[src/rtl/event_encoder_4to2.sv]
`default_nettype none
// ============================================================================
// Module      : event_encoder_4to2
// Description : Captures multi-hot event requests into a pending register and
//               emits them one at a time as binary indices on a valid/ready
//               channel. Optional macro EVENT_ENC_ROUND_ROBIN_EN selects
//               rotating priority instead of fixed lowest-index priority.
// Revision    : 1.0 - initial release
// ============================================================================
module event_encoder_4to2 #(
    parameter int N_IN  = 4,
    parameter int IDX_W = 2
) (
    input  logic             clk,
    input  logic             rst_n,
    input  logic [N_IN-1:0]  req,
    output logic [IDX_W-1:0] out_idx,
    output logic             out_valid,
    input  logic             out_ready,
    output logic [N_IN-1:0]  pending,
    output logic             overflow
);

    generate
        if ((N_IN < 2) || ((N_IN & (N_IN - 1)) != 0)) begin : g_bad_n_in
            $error("event_encoder_4to2: N_IN must be a power of two >= 2");
        end
        if (IDX_W != $clog2(N_IN)) begin : g_bad_idx_w
            $error("event_encoder_4to2: IDX_W must equal clog2(N_IN)");
        end
    endgenerate

    localparam logic [0:0] S_EMPTY = 1'b0;
    localparam logic [0:0] S_FULL  = 1'b1;
    localparam logic [N_IN-1:0] c_one = {{(N_IN-1){1'b0}}, 1'b1};

    logic [0:0]       r_state;
    logic [IDX_W-1:0] r_idx;
    logic [N_IN-1:0]  r_pending;
    logic             r_overflow;

    logic             w_hs;
    logic [N_IN-1:0]  w_clr;
    logic [N_IN-1:0]  w_eff;
    logic             w_ovf;
    logic [IDX_W-1:0] w_pick;

    assign w_hs  = (r_state == S_FULL) & out_ready;
    assign w_clr = w_hs ? (c_one << r_idx) : '0;
    // A request landing on the bit being cleared re-sets it, so no event is lost.
    assign w_eff = (r_pending & ~w_clr) | req;
    assign w_ovf = |(req & r_pending & ~w_clr);

`ifdef EVENT_ENC_ROUND_ROBIN_EN
    logic [IDX_W-1:0] r_ptr;
    logic [IDX_W-1:0] w_base;

    always_ff @(posedge clk or negedge rst_n) begin
        if (!rst_n) begin
            r_ptr <= '0;
        end else if (w_hs) begin
            r_ptr <= r_idx;
        end
    end

    // On a handshake the index leaving now is the most recent transfer.
    assign w_base = w_hs ? r_idx : r_ptr;

    always_comb begin
        logic [IDX_W-1:0] cand;
        w_pick = '0;
        cand   = '0;
        for (int k = N_IN; k >= 1; k--) begin
            cand = w_base + IDX_W'(k);
            if (w_eff[cand]) begin
                w_pick = cand;
            end
        end
    end
`else
    always_comb begin
        w_pick = '0;
        for (int k = N_IN - 1; k >= 0; k--) begin
            if (w_eff[k]) begin
                w_pick = IDX_W'(k);
            end
        end
    end
`endif

    always_ff @(posedge clk or negedge rst_n) begin
        if (!rst_n) begin
            r_state    <= S_EMPTY;
            r_idx      <= '0;
            r_pending  <= '0;
            r_overflow <= 1'b0;
        end else begin
            r_pending  <= w_eff;
            r_overflow <= w_ovf;
            case (r_state)
                S_EMPTY: begin
                    if (|w_eff) begin
                        r_idx   <= w_pick;
                        r_state <= S_FULL;
                    end
                end
                S_FULL: begin
                    if (w_hs) begin
                        if (|w_eff) begin
                            r_idx <= w_pick;
                        end else begin
                            r_state <= S_EMPTY;
                        end
                    end
                end
                default: r_state <= S_EMPTY;
            endcase
        end
    end

    assign out_idx   = r_idx;
    assign out_valid = (r_state == S_FULL);
    assign pending   = r_pending;
    assign overflow  = r_overflow;

endmodule
`default_nettype wire

[config.mk]
export PLATFORM = sky130hd
export DESIGN_NAME = event_encoder_4to2
export DESIGN_NICKNAME = d
export VERILOG_FILES = /design/src/rtl/event_encoder_4to2.sv
export SDC_FILE = /design/constraint.sdc
export NUM_CORES = 1
export LEC_CHECK = 0
export CAP_MARGIN = 30
export CORE_AREA = 3 3 40 42
export DETAILED_ROUTE_END_ITERATION = 6
export DIE_AREA = 0 0 43 45
export SLEW_MARGIN = 20
export SYNTH_ARGS = -nofsm -noshare
export SYNTH_HDL_FRONTEND = slang
export SYNTH_SLANG_ARGS = --single-unit
[constraint.sdc]
create_clock -name clk -period 1.88 [get_ports clk]
set_input_delay 0.376 -clock clk [delete_from_list [all_inputs] [get_ports clk]]
set_output_delay 0.376 -clock clk [all_outputs]
set_load 0.1 [all_outputs]
# Yosys cells after proc, flatten, opt, wreduce, memory -nomap -nowiden
# Cells that the tools add are included.
# classes
n_reduce_logical	2
n_eq_ne	1
n_bitwise	7
shift	1
n_mux	11
# op_table
op	n
4-bit bitwise AND	3
2-bit 2-to-1 mux	6
4-bit OR reduction	2
4-bit 2-to-1 mux	1
4-bit inverter	1
4-bit OR	1
2-bit case mux with 2 select lines	1
1-bit by 2-bit << shifter with 4-bit output (first input constant)	1
1-bit 2-to-1 mux	2
2-bit by 1-bit inequality test with 1-bit output (second input constant)	1
1-bit case mux with 2 select lines	1
1-bit bitwise AND	1
1-bit inverter	1
# totals
wordCells	26
out_inout_bits	8
in_bits	7
reg_bits	8

# Depth between registers and ports, before layout
# Gate-level depths: netlist of the first run.
# logic_depth
word_depth	12
mapped_depth	5
ltp_nobuf	5

# Least setup slack after synthesis of the first run
# OpenSTA, ideal clock, no wires.
# synth_path
path_type	reg2reg
startpoint	register r_state (netlist: out_valid)
endpoint	register r_state (netlist: out_valid)
setup_ns	0.139
path_slack_ns	-0.221
n_path_buf	0
t_arrival_ns	1.963
period_less_slack_ns	2.101
required_time_ns	1.741
stages_incl_launch_ff	5
cell_sequence	dfrtp_1 nand4b_1 a21oi_2 inv_2 or4b_1
# synth_via
elab_chain_cells	9
elab_cells_between_ends	10
cone_classes	mux: 4; bitwise: 5; reduce/logical: 1
# synth_rtl
item	line	source
start, declared	37	logic [0:0] r_state;
start signal, assigned	93	r_state <= S_EMPTY;
start signal, assigned	104	r_state <= S_FULL;
start signal, assigned	112	r_state <= S_EMPTY;
1-bit bitwise AND *	48	assign w_hs = (r_state == S_FULL) & out_ready;
4-bit 2-to-1 mux *	49	assign w_clr = w_hs ? (c_one << r_idx) : '0;
4-bit inverter *	51	assign w_eff = (r_pending & ~w_clr) | req;
4-bit bitwise AND *	51	
4-bit OR *	51	
named net w_eff[2]	44	logic [N_IN-1:0] w_eff;
4-bit OR reduction *	102, 109	
1-bit 2-to-1 mux *	102, 109	
1-bit 2-to-1 mux	108	if (w_hs) begin
1-bit case mux with 2 select lines *	100	case (r_state)
# Mark *: on every way through the listed nets, which the timed path passes. The rest lies on a longest branch.
# A chain may end at the register's enable or synchronous reset.

# Final worst setup path of the first run
# layout_path
startpoint	input port out_ready
endpoint	register r_state (netlist: out_valid)
# layout_via
elab_chain_cells	9
# layout_rtl
item	line	source
start, declared	19	input logic out_ready,
1-bit bitwise AND *	48	
4-bit 2-to-1 mux *	49	
4-bit inverter *	51	
4-bit bitwise AND *	51	
4-bit OR *	51	
named net w_eff[3]	44	
4-bit OR reduction *	102, 109	
1-bit 2-to-1 mux *	102, 109	
1-bit 2-to-1 mux	108	
1-bit case mux with 2 select lines *	100	
end signal, assigned	104	
end signal, assigned	112	
end signal, assigned	116	default: r_state <= S_EMPTY;
# Marks and branches as above.

==> summary.md, run 1 <==
| Metric | Value |
|---|---|
| Status | `finished clean` |
| Total number of yosys warnings | `0` |
| Synth top area share | `0.550` |
| Power Total | `approximately 540 uW` |
| Arrival time worst endpoint | `1850 ps` |
| Clock transition at the registers of the reported paths | `roughly 60 ps` |
| Worst path top cell family by delay | `simple AND/OR/NAND/NOR gates` |
| Max incr delay on CP | `approximately 540 ps` |
| Tcrit/Tclk final | `0.918` |
| Footprint of the multi-input gates | `approximately 150 um^2` |
| Post-synth EDFFs | `0` |
| Largest net degree at the start of global routing | `9` |
| Routed length on met1 | `around 400 um` |
| WP buf/inv | `2` |
| Initial DRC count | `2` |
| Highest routed layer | `met4` |
| DR DRC count | `0` |
| FILL cells | `around 120` |
| Die Area | `1940 um^2` |
| GPL Wtd Cong | `0.784` |
| Vias/cell | `5.00` |
| Antenna Cells | `0` |
| Total of max-cap violations | `0` |
| Clock Skews | `~4 ps` |
| Root Buffer | `clkbuf_4` |
| Met3 WL | `79 um` |
| Number of global-route vias before repair | `about 380` |
| Area Growth Syn to Fin | `84.9%` |
| FF+latch area | `204 um^2` |
| Worst Reg-to-Reg Cells | `4` |
| Post-DR wirelength/cell | `around 12 um` |
| Relative slew slack | `0.746` |
| First-pass GRT wire length | `1510 um` |
| Worst slack, placed | `-99.3 ps` |
| RSZ-0062 raised after global routing | `no` |
| Fmax | `~580 MHz` |
| Power Density | `about 800 nW/um^2` |
| Fin area | `just under 700 um^2` |
| Critical Path Sink | `out_valid` |
| Cell Rows | `13` |
| Max Slew Vio Count | `0` |
| Slack of the critical path | `155 ps` |
| Initial Utilization | `0.283` |
| GRT Total Usage | `0.106` |
| Overflow after GRT | `0` |
| # IOs | `15` |
| Leakage | `approximately 0.27 nW` |
| Worst Setup End Kind | `flop` |
| Worst VDD drop | `between 300 and 400 uV` |
| Synth cell types | `18` |
| CTS tree | `built` |
| Synthesized area per cell | `roughly 10 um^2` |
| Cells along the critical path | `clkdlybuf4s50_1, nand4_1, a21oi_1, inv_1, or4b_1` |
| Number of routed nets with antenna violations | `0` |
| DP Wirelength | `between 700 and 800 um` |
| Asr flop ratio synth | `1.00` |
| Worst Max-Slew Pin Slew | `379 ps` |
| Crit Reg-Reg Endpoint | `out_valid` |
| Area after DPL | `about 650 um^2` |
| Kind of critical path | `in -> reg` |
| Core Area | `between 1000 and 1500 um^2` |
| #FFs+latches synth | `8` |
| Worst path depth | `5` |
| Leading area contributor after synthesis | `dfrtp_1` |
| Worst path slowest cell | `clkdlybuf4s50_1` |
| IO Port Bufs | `14` |
| Area contributors post-synth | `dfrtp_1 (55%), nand3_1 (5.5%), a21oi_2 (4.8%), nand4b_1 (4.8%), nand4_1 (3.4%)` |
| Max Fanout on Critical Path | `5` |
| H-tree depth | `1` |
| CTS Hold Bufs | `0` |
| Setup TNS | `0 ps` |
| Seq/Total Area, Yosys | `0.550` |
| Setup bufs post-CTS | `0` |
| Setup Viol. Count Final | `0` |
| FF-to-FF setup slack | `290 ps` |
| Gates resized, CTS repair | `0` |
| Post-synth top cells | `dfrtp_1 (8), nand3_1 (4), inv_1 (3)` |
| Most frequent cell after synthesis | `dfrtp_1` |
| Cell area after synthesis | `around 360 um^2` |
| DR pass1 iterations | `4` |
| Min Tclk post-route | `~1700 ps` |
| Largest buffer count on any clock path | `2` |
| Layout cells sized above 1 | `0.400` |
| Die height | `between 40 and 50 um` |
| Worst-skew pair later-pin latency | `250 ps` |
| Worst min path class | `in -> async` |
| Vias | `approximately 380` |
| Clock tree sinks | `8` |
| Synth Instances | `35` |
| Predominant post-synthesis flop cell | `dfrtp_1` |
| Routed wire length | `just over 900 um` |
| Crit. Startpoint | `out_ready` |
| Antenna violations before repair | `0` |
| Syn Nets | `between 40 and 50` |
| TritonCTS buffer count | `3` |
| Die W | `about 43 um` |
| CP required | `between 2000 and 2500 ps` |
| Final Core Density | `0.524` |
| Hold Vio Cnt, Final | `0` |
| Worst setup SP type | `input pin` |
| # nets final | `just under 70` |
| Reg2Reg Launch Point | `out_idx[0]` |
| Routed wl met2 | `roughly 440 um` |
layer usage:
layer  GRT usage  up-vias
met5           0        -
met1       0.113      175
met4      0.0542        0
met2       0.192       13
met3      0.0279        2
li1            -      185
cell usage in the layout (no fill, tap or decap), types with 3 or more instances in the layout:
master / netlist / final
buf_12: 0 / 7
dfrtp_1: 8 / 5
dfrtp_2: 0 / 3
clkdlybuf4s50_1: 0 / 6
nand3_1: 4 / 4
clkbuf_4: 0 / 3
buf_4: 0 / 8
inv_1: 3 / 3
layout make-up:
| class | count | area share |
|---|---|---|
| timing repair buffer | 21 | 0.387 |
| multi-input combinational | 23 | 0.221 |
| tap | 15 | 0.0279 |
| inverter | 4 | 0.0223 |
| sequential | 8 | 0.303 |
| clock buffer | 4 | 0.0390 |
report_power, final:
group	internal (mW)	total, mW	switching [mW]
clock network	0.0812	0.140	0.0592
logic	0.0768	0.199	0.123
registers	0.185	0.204	0.0192
worst min path at each step:
stage,from,end,depth (start not counted)
floorplan,rst_n,out_idx[0],0
global placement,pending[0],overflow,2
detailed placement,pending[0],overflow,2
CTS,rst_n,pending[1],1
global route,rst_n,pending[1],1
finish,rst_n,pending[1],1
sequential cells by signal, indices dropped and copies added, names as in the netlist:
| name | flops |
|---|---|
| pending | 4 |
| out_idx | 2 |
| out_valid | 1 |
| overflow | 1 |
through the flow:
| stage | hold WS [ps] | cells |
|---|---|---|
| CTS | 416 | 75 |
| global route | 449 | 75 |
| floorplan | 80.4 | 35 |
| global placement | 607 | 71 |
| finish | 403 | 75 |
| detailed placement | 621 | 71 |
cell families after synthesis:
logic type / Yosys count / synth area share
and+or+nand+nor: 16 / 0.275
DFF: 8 / 0.550
AOI/OAI and AO/OA: 7 / 0.134
buffers and inverters: 4 / 0.0412
Note: power is estimated with default switching activity, not from simulation.
==> inputs of run 2 (changes only) <==
- SLEW_MARGIN: 20 -> unset
==> results of run 2 <==
Final layout, timing and power as in run 1 (identical DEF).
==> inputs of run 3 (changes only) <==
- CTS_BUF_LIST: unset -> sky130_fd_sc_hd__clkbuf_16
==> run 3 against run 2 <==
Against the previous run: via count shrank 0.27%; hold slack gained 29 ps; combinational power about the same; final area increased by 7.8%; first-iteration DRC count grew to 2.5 times the previous value; routed wire length grew 7.3%; flip-flop and latch count is the same; clock skew decreased by 3.2 ps; cell count is the same; register-to-register slack lost 30 ps; critical path depth unchanged; non-clock buffer count unchanged; critical path type unchanged.
==> summary.md, run 3 (synthesized netlist as in run 1, its figures left out) <==
| Metric | Value |
|---|---|
| Largest buffer count on any clock path | `2` |
| DP Wirelength | `roughly 750 um` |
| Overflow after GRT | `0` |
| Area after DPL | `647 um^2` |
| Die W | `between 40 and 50 um` |
| Layout cells sized above 1 | `0.400` |
| Max Fanout on Critical Path | `5` |
| CTS tree | `built` |
| Worst setup SP type | `input pin` |
| Die Area | `1940 um^2` |
| Total of max-cap violations | `0` |
| Die height | `45 um` |
| GPL Wtd Cong | `between 0.7 and 0.8` |
| RSZ-0062 raised after global routing | `no` |
| Routed wl met2 | `around 470 um` |
| Initial Utilization | `0.283` |
| Vias/cell | `4.99` |
| Worst min path class | `in -> async` |
| Kind of critical path | `in -> reg` |
| Power Density | `~1100 nW/um^2` |
| Most frequent cells in the layout | `buf_4 (8), buf_12 (7), clkdlybuf4s50_1 (6)` |
| IO Port Bufs | `14` |
| Initial DRC count | `5` |
| # nets final | `68` |
| DR pass1 iterations | `3` |
| DR DRC count | `0` |
| Worst Setup End Kind | `flop` |
| Arrival time worst endpoint | `roughly 1900 ps` |
| H-tree depth | `1` |
| Commonest non-fill, non-tap cell in the layout | `buf_4` |
| Highest routed layer | `met4` |
| CTS Hold Bufs | `0` |
| Final Core Density | `0.565` |
| Worst hold slack | `approximately 430 ps` |
| Vias | `374` |
| Setup Viol. Count Final | `0` |
| Clock tree sinks | `8` |
| Worst VDD drop | `~700 uV` |
| Number of global-route vias before repair | `395` |
| Largest net degree at the start of global routing | `9` |
| CP required | `1980 ps` |
| Gates resized, CTS repair | `0` |
| GRT Total Usage | `0.119` |
| Relative slew slack | `0.746` |
| Max Slew Vio Count | `0` |
| Post-DR wirelength/cell | `approximately 13 um` |
| Antenna violations before repair | `0` |
| Clock transition at the registers of the reported paths | `40 ps` |
| Number of routed nets with antenna violations | `0` |
| Setup bufs post-CTS | `0` |
| Hold Vio Cnt, Final | `0` |
| Met3 WL | `~90 um` |
| Worst-skew pair later-pin latency | `~230 ps` |
| Worst Max-Slew Pin Slew | `about 380 ps` |
| # IOs | `15` |
| Max reg flops | `4` |
| Leakage | `slightly below 0.3 nW` |
| Antenna Cells | `0` |
| Power Total | `~770 uW` |
| TritonCTS buffer count | `3` |
| Status | `finished clean` |
| Root Buffer | `clkbuf_16` |
| Fin area | `726 um^2` |
| FILL cells | `roughly 110` |
| Tcrit/Tclk final | `0.947` |
| Min Tclk post-route | `1780 ps` |
| First-pass GRT wire length | `1620 um` |
| Fmax | `562 MHz` |
| Area Growth Syn to Fin | `99.3%` |
| Core Area | `1280 um^2` |
| Routed wire length | `roughly 1000 um` |
| Routed length on met1 | `409 um` |
| Cell Rows | `13` |
| Clock Skews | `0.824 ps` |
[run 3: cell count changes in the layout (fill, tap and decap cells not counted), sizes merged]
cell	before	now
clkbuf	4	3
inv	4	5
[run 3: area by class of cell]
type | count | area [um^2] | area share
Clock inverter | 1 | 3.75 | 0.00517
Clock buffer | 3 | 75.1 | 0.103
Multi-Input combinational cell | 23 | 149 | 0.205
Sequential cell | 8 | 204 | 0.281
Tap cell | 15 | 18.8 | 0.0259
Timing Repair Buffer | 21 | 260 | 0.359
Inverter | 4 | 15.0 | 0.0207
[run 3: worst paths after layout]
path / startpoint / endpoint / slack (ps) / cells after the start
max in group asynchronous: rst_n / out_idx[1] / 1150 / 1
hold / removal: rst_n / pending[1] / 430 / 1
hold reg to reg: pending[0] / overflow / 620 / 2
min in group clk: pending[0] / overflow / 620 / 2
setup / recovery: out_ready / out_valid / 100 / 5
setup reg to reg: out_idx[0] / out_valid / 260 / 4
[run 3: metrics by stage]
step / setup TNS (ps) / instances / setup WS, ps
floorplan: 0 / 35 / 105
global placement: -120 / 71 / -107
detailed placement: -120 / 71 / -99.3
CTS: 0 / 75 / 116
global route: 0 / 75 / 29.8
finish: 0 / 75 / 100
[run 3: power by group]
group,switching [mW],internal [mW],leakage (nW)
clock network,0.0849,0.277,0.0423
registers,0.0194,0.186,0.0783
logic,0.123,0.0768,0.176
[run 3: per-layer routing]
metal / global-route usage / vias up
met5: 0 / -
met4: 0.0904 / 0
met3: 0.0518 / 3
met2: 0.192 / 14
met1: 0.123 / 173
li1: - / 184
[run 3: worst max-delay path: stages]
cell	delay, ps
clkdlybuf4s50_1	540
nand4b_1	190
a21oi_2	210
inv_2	50
or4b_1	500
